==> config.mk <==
export PLATFORM = sky130hd
export DESIGN_NAME = add_arbiter
export DESIGN_NICKNAME = d
export VERILOG_FILES = /design/src/rtl/add_arbiter.sv
export SDC_FILE = /design/constraint.sdc
export NUM_CORES = 1
export LEC_CHECK = 0
export BUFFER_PORTS_ARGS = -buffer_cell sky130_fd_sc_hd__buf_2
export CAP_MARGIN = 10
export CORE_MARGIN = 2
export CORE_UTILIZATION = 40
export DETAILED_ROUTE_END_ITERATION = 6
export PLACE_DENSITY = 0.68
export SETUP_SLACK_MARGIN = 0.5
export SYNTH_ARGS = -nofsm -noshare
export SYNTH_HDL_FRONTEND = slang
export SYNTH_SLANG_ARGS = --single-unit
==> constraint.sdc <==
create_clock -name clk -period 2.6 [get_ports clk]
set_input_delay 0.13 -clock clk [delete_from_list [all_inputs] [get_ports clk]]
set_output_delay 0.13 -clock clk [all_outputs]
set_load 0.01 [all_outputs]
==> src/rtl/add_arbiter.sv <==
// add_arbiter: four requesters share a single W-bit adder through a small
// IDLE -> CALC -> HOLD state machine with round-robin grant selection.
// Optional feature macro: ADD_ARBITER_PRIO_EN gives requester 0 absolute
// priority, with requesters 1-3 rotating among themselves.

module add #(
  parameter int W = 8
) (
  input  logic [W-1:0] A,
  input  logic [W-1:0] B,
  output logic [W:0]   C
);

  // Unsigned add that keeps the carry as the top result bit
  assign C = {1'b0, A} + {1'b0, B};

endmodule

module add_arbiter #(
  parameter int W = 8
) (
  input  logic           clk,
  input  logic           rst,
  input  logic [3:0]     req_valid,
  input  logic [4*W-1:0] req_a,
  input  logic [4*W-1:0] req_b,
  output logic [3:0]     req_ready,
  output logic           rsp_valid,
  output logic [1:0]     rsp_id,
  output logic [W:0]     rsp_sum,
  input  logic           rsp_ready,
  output logic           busy
);

  typedef enum logic [1:0] {
    IDLE,
    CALC,
    HOLD
  } state_e;

  state_e       state_q, state_d;
  logic [1:0]   ptr_q, ptr_d;
  logic [W-1:0] opA_q, opB_q;
  logic [1:0]   grant_q;
  logic [W:0]   rspSum_q;
  logic [1:0]   rspId_q;
  logic         rspValid_q;

  logic         grantFound;
  logic [1:0]   grantIdx;
  logic [1:0]   rrCand;
  logic [W-1:0] selA, selB;
  logic [W:0]   addC;
  logic         accept;
`ifdef ADD_ARBITER_PRIO_EN
  logic [2:0]   rrWide;
  logic [1:0]   prioBase;
`endif

  // Pick the requester to serve next, scanning from the rotating pointer
  always_comb begin
    grantFound = 1'b0;
    grantIdx   = 2'd0;
    rrCand     = 2'd0;
`ifdef ADD_ARBITER_PRIO_EN
    rrWide     = 3'd0;
    prioBase   = (ptr_q == 2'd0) ? 2'd1 : ptr_q;
    if (req_valid[0]) begin
      grantFound = 1'b1;
      grantIdx   = 2'd0;
    end else begin
      for (int k = 0; k < 3; k++) begin
        rrWide = {1'b0, prioBase} + 3'(k);
        if (rrWide > 3'd3) begin
          rrWide = rrWide - 3'd3;
        end
        rrCand = rrWide[1:0];
        if (!grantFound && req_valid[rrCand]) begin
          grantFound = 1'b1;
          grantIdx   = rrCand;
        end
      end
    end
`else
    for (int k = 0; k < 4; k++) begin
      rrCand = ptr_q + 2'(k);
      if (!grantFound && req_valid[rrCand]) begin
        grantFound = 1'b1;
        grantIdx   = rrCand;
      end
    end
`endif
  end

  // Steer the granted requester's operand slices toward the latches
  always_comb begin
    selA = '0;
    selB = '0;
    for (int k = 0; k < 4; k++) begin
      if (grantIdx == 2'(k)) begin
        selA = req_a[W*k +: W];
        selB = req_b[W*k +: W];
      end
    end
  end

  // Pointer value to adopt once the current result has been consumed
  always_comb begin
`ifdef ADD_ARBITER_PRIO_EN
    if (grant_q == 2'd0) begin
      ptr_d = ptr_q;
    end else if (grant_q == 2'd3) begin
      ptr_d = 2'd1;
    end else begin
      ptr_d = grant_q + 2'd1;
    end
`else
    ptr_d = grant_q + 2'd1;
`endif
  end

  // A transfer happens only from IDLE, and never while reset is asserted
  assign accept = (state_q == IDLE) && grantFound && !rst;

  // The single shared adder always works on the latched operands
  add #(.W(W)) uAdd (
    .A(opA_q),
    .B(opB_q),
    .C(addC)
  );

  // State register
  always_ff @(posedge clk) begin
    if (rst) begin
      state_q <= IDLE;
    end else begin
      state_q <= state_d;
    end
  end

  // Next-state logic
  always_comb begin
    state_d = state_q;
    case (state_q)
      IDLE:    if (grantFound) state_d = CALC;
      CALC:    state_d = HOLD;
      HOLD:    if (rsp_ready) state_d = IDLE;
      default: state_d = IDLE;
    endcase
  end

  // Outputs decoded from the current state
  always_comb begin
    req_ready = accept ? (4'b0001 << grantIdx) : 4'b0000;
    busy      = (state_q != IDLE);
  end

  // Operand latches, result registers and the round-robin pointer
  always_ff @(posedge clk) begin
    if (rst) begin
      opA_q      <= '0;
      opB_q      <= '0;
      grant_q    <= 2'd0;
      rspSum_q   <= '0;
      rspId_q    <= 2'd0;
      rspValid_q <= 1'b0;
      ptr_q      <= 2'd0;
    end else begin
      if (accept) begin
        opA_q   <= selA;
        opB_q   <= selB;
        grant_q <= grantIdx;
      end
      if (state_q == CALC) begin
        rspSum_q   <= addC;
        rspId_q    <= grant_q;
        rspValid_q <= 1'b1;
      end
      if ((state_q == HOLD) && rsp_ready) begin
        rspValid_q <= 1'b0;
        ptr_q      <= ptr_d;
      end
    end
  end

  assign rsp_valid = rspValid_q;
  assign rsp_id    = rspId_q;
  assign rsp_sum   = rspSum_q;

endmodule
After elaboration in Yosys (flattened, before gate mapping)
Index checks and enable logic that the tools add are counted.
{"block": "totals", "output_inout_bits": 17, "rom_bits": 0, "latch_bits": 0, "mem_bits_rw": 0, "word_cells": 68, "reg_bits": 34, "n_memories": 0, "inputBits": 71}
{"block": "classes", "bitwise": 0, "n_eq_ne": 7, "shift": 1, "div": 0, "n_reduce_logical": 15, "multipliers": 0, "n_mux": 28, "magnitude_cmp": 4, "n_addsub": 5}
{"op": "$mux 8", "count": 8}
{"op": "$lt 2x3->1 const B", "count": 4}
{"op": "$mux 2", "count": 6}
{"op": "$add 8x8->9", "count": 1}
{"op": "$bmux 1 s2", "count": 4}
{"op": "$mux 1", "count": 8}
{"op": "$eq 2x2->1 const B", "count": 3}
{"op": "$logic_and 1x1->1", "count": 6}
{"op": "$pmux 2 s3", "count": 1}
{"op": "$add 2x1->2 const B", "count": 2}
{"op": "$add 2x2->2 const B", "count": 2}
{"op": "$eq 2x1->1 const B", "count": 2}
{"op": "$logic_not 1->1", "count": 4}
{"op": "$logic_not 2->1", "count": 2}
{"op": "$mux 4", "count": 1}
{"op": "$ne 2x2->1 const B", "count": 2}
{"op": "$shl 1x2->4 const A", "count": 1}
{"op": "$reduce_and 2->1", "count": 1}
{"op": "$reduce_bool 2->1", "count": 1}
{"op": "$reduce_or 2->1", "count": 1}

Depth between registers and ports, before layout
{"block": "depth", "ltp_word": 17, "ltp_mapped": 7, "ltp_nobuf": 7}

Hierarchy
Synthesis repeated with hierarchy kept, for this count alone.
{"block": "unflattened", "hier_cells": 277, "hier_area_um2": 2233.4}
{"module": "add_arbiter", "area_each_um2": 1909.3, "cells_per_inst": 235, "n_inst": 1}
{"module": "add", "area_each_um2": 324.1, "cells_per_inst": 42, "n_inst": 1}

Worst setup path after synthesis
Ideal clock, no wire load.
{"block": "synth_path", "kind": "register to register", "start": "reg opA_q[0]", "end": "reg rspSum_q[8] (netlist: rsp_sum[8])", "t_arrival_ns": 1.954, "period_less_slack_ns": 2.087, "stages_incl_launch_ff": 8, "n_path_buf": 0, "setup_slack_ns": 0.513, "setup_time_ns": 0.133, "path_cell_list": "dfxtp_1 > ha_1 > fa_1 > a211oi_1 > o21ai_0 > a21o_1 > a2111oi_0 > nor4_1"}
{"block": "synth_between", "elab_chain_len": 1}
{"element": "start, declared", "line_no": "43", "source": "logic [W-1:0] opA_q, opB_q;"}
{"element": "start signal, assigned", "line_no": "170", "source": "opA_q <= selA;"}
{"element": "$add 8x8->9", "line_no": "15", "source": "assign C = {1'b0, A} + {1'b0, B};"}
{"element": "end signal, assigned", "line_no": "164", "source": "rspSum_q <= '0;"}
{"element": "end signal, assigned", "line_no": "175", "source": "rspSum_q <= addC;"}
{"element": "end, declared", "line_no": "45", "source": "logic [W:0] rspSum_q;"}
No other way between the ends.
A chain may end at the register's enable or synchronous reset.

Final worst setup path
Same ends and word-level chain as after synthesis.

==> impl_results.md <==
* Iteration-0 DRC Markers at 148
* Slew at the pin closest to its max-slew limit at 776 ps
* Synth top area share at 31.0%
* Worst VDD drop at 0.265 mV
* Pin count of the biggest net entering global routing at 32
* DRT Pass-1 Iters at 4
* Worst slew margin at 48.2%
* Sw power at 0.518 mW
* Total Routing Usage GR at 19.8%
* MaxCap Viol Count at 0
* Clock skew at 3.83 ps
* YS warnings at 0
* GRT overflow at 0
* Fmax at 0.497 GHz
* Worst r2r src: opA_q[0]
* Post-route ant nets at 0
* Startpoint types: register
* Most frequent cells in the layout: buf_2, dfxtp_1, a21oi_1
* Gpl congestion at 0.812
* Routed wire length at 6.06 mm
* Endpoints failing setup at 0
* Type of the worst setup path: reg2reg
* Reg power frac at 41.4%
* Residual DRC at 0
* Setup TNS at 0 ps
* Sequential area share after synthesis at 31.0%
* Die height at 78.1 um
* Final Cell Area at 0.00279 mm^2
* Met1 usage in global routing at 26.7%
* Worst Hold Depth at 3
* IO buf count at 87
* Site Rows at 26
* Clk sinks at 34
* Area post-placement at 0.00265 mm^2
* Initial antenna violation count at 0
* Status: complete, no violations
* H-tree depth at 2
* Nets at 425
* CP Max Fanout at 3
* Vias in the first global route at 2113
* Hold Path Class: in2reg
* EDFF count, synth at 0
* Ys flop type: dfxtp_1
* Slew Viols, Final at 0
* Period utilization at 77.3%
* FF-to-FF setup slack at 590 ps
* Top post-synthesis cells by area: dfxtp_1, mux2i_1, a21oi_1
* Ant diodes at 0
* P_int at 1.01 mW
* Most common cell after layout, fill and taps aside: buf_2
* Leakage dissipation at 1.25 nW
* Die footprint at 0.00609 mm^2
* Fill cells at 540
* Pwr Density at 546 mW/mm^2
* Final hold vios at 0
* Wirelength per Cell at 14.6 um
* Initial Util at 42.1%
* Netlist Area Pre-Place at 0.00219 mm^2
* # IOs at 88
* Capturing point of the worst reg2reg path: rsp_sum[8]
* #FFs+latches synth at 34
* Synth unique cells at 54
* FFs w/ async S/R, synth at 0%
* Clk slew on worst S/H paths at 60 ps
* Horiz. Die Dim at 78.1 um
* Clock network fraction of total power at 23.8%
* Share of layout cells above drive strength 1 at 34.8%
* Drt via density at 5.55
* Number of cells produced by synthesis at 262
* Avg Cell Area, Syn at 8.37 um^2
* Syn_nets at 342
* Worst EP required at 2760 ps
* Most used routing layer: met2
* Hold path start: rsp_ready
* RSZ-0062 raised after global routing: no
* CTS tree: done
* Dpl hpwl at 4.45 mm
* Crit. End Element: register
* Num CTS Buffers at 5
* Hold Path Sink: state_q[1]
* Clock Latency Late Sink at 280 ps
* Vias at 2304
* Critical Path AT at 2170 ps
* Worst r2r path cells at 7
* Area grow syn2layout at 27.2%
* Top cell type by total area after synthesis: dfxtp_1
* First-pass GRT wire length at 9.83 mm
* Combinational group share of total power at 34.8%
* Global Route met3 Usage at 4.14%
* Hold_buf cts at 0
* Clk buf depth at 2
* M2 GR Usage at 32.6%
* Switch share at 34.0%
* Post-layout min period at 2010 ps
* Core area at 0.00520 mm^2
* Root Buffer: clkbuf_8
layout make-up:
type,instances,area (um^2),share of cell area [%]
tap,70,87.6,3.14
clock buffer,7,76.3,2.74
inverter,8,33.8,1.21
multi-input combinational,204,1440,51.5
sequential,34,681,24.4
timing repair buffer,92,473,17.0
logic make-up (layout without fill, tap and decap cells):
| group | count (synthesis) | count (layout) | synth area share, % |
|---|---|---|---|
| fa+ha+maj | 9 | 9 | 5.48 |
| mux | 13 | 13 | 5.93 |
| flops | 34 | 34 | 31.0 |
| compound gates | 89 | 89 | 28.8 |
| xor+xnor | 2 | 2 | 0.799 |
| simple gates | 91 | 91 | 22.3 |
| buf+inv | 24 | 107 | 5.65 |
metrics by stage:
stage          hold slack, ps  total power, mW  setup WS (ps)  utilization (%)  std cells
3_5_place_dp              419             1.14            377             51.0        407
3_3_place_gp              417             1.14            420             51.0        407
5_1_grt                   135             1.61            502             53.6        415
4_1_cts                   121             1.51            495             52.8        414
6_report                  126             1.52            590             53.6        415
2_1_floorplan             316            0.983            513                -        262
power by group through the flow:
| stage | registers, mW | logic, mW | clock network (mW) |
|---|---|---|---|
| 6_report | 0.631 | 0.530 | 0.362 |
| 4_1_cts | 0.631 | 0.515 | 0.368 |
| 3_5_place_dp | 0.641 | 0.501 | 0 |
| 5_1_grt | 0.639 | 0.587 | 0.388 |
| 2_1_floorplan | 0.638 | 0.345 | 0 |
| 3_3_place_gp | 0.640 | 0.500 | 0 |
timing repair:
| item | in CTS | in global routing |
|---|---|---|
| setup buffers | 0 | 1 |
| resized for setup | 6 | 6 |
| pin swaps | 0 | 3 |
| endpoints found under the setup margin | 2 | 2 |
layer usage:
layer | vias to the layer above | routed length, um
met5 | - | 0
met4 | 0 | 61
met3 | 9 | 435
met2 | 88 | 2790
met1 | 1055 | 2770
li1 | 1152 | -
sequential cells by signal (all words and copies together) (netlist names):
name	flops
grant_q	2
opA_q	8
opB_q	8
ptr_q	2
rsp_id	2
rsp_sum	9
rsp_valid	1
state_q	2
worst max-delay path, cell delays in order, from the launching register on:
cell	delay, ps
dfxtp_1	310
ha_2	200
fa_2	390
a211oi_2	230
o21ai_1	100
a21o_1	210
a2111oi_4	360
nor4_1	90
how the worst max path moves through the flow:
stage	from	to	slack (ps)	depth (start not counted)
finish	opA_q[0]	rsp_sum[8]	590	7
floorplan	opA_q[0]	rsp_sum[8]	510	7
global route	opA_q[0]	rsp_sum[8]	500	7
CTS	state_q[0]	req_ready[2]	500	7
detailed placement	opA_q[0]	rsp_sum[8]	380	7
global placement	opA_q[0]	rsp_sum[8]	420	7
cell usage after synthesis (2+ instances only):
cell type / number
a211o_1: 2
a211oi_1: 3
a21o_1: 3
a21oi_1: 22
a311o_1: 2
a31oi_1: 9
and2_1: 10
and2_4: 2
and3_1: 2
buf_6: 4
clkbuf_1: 11
dfxtp_1: 34
ha_1: 8
inv_1: 6
mux2i_1: 13
nand2_1: 19
nand2_2: 2
nand2b_1: 4
nand3_1: 10
nor2_1: 13
nor2_2: 2
nor2b_1: 3
nor3_1: 13
nor4_1: 3
o211ai_2: 2
o21a_1: 5
o21ai_0: 13
o221ai_1: 6
o31a_1: 3
o32ai_1: 8
or4_1: 2
Power figures use the tool's default switching activity.
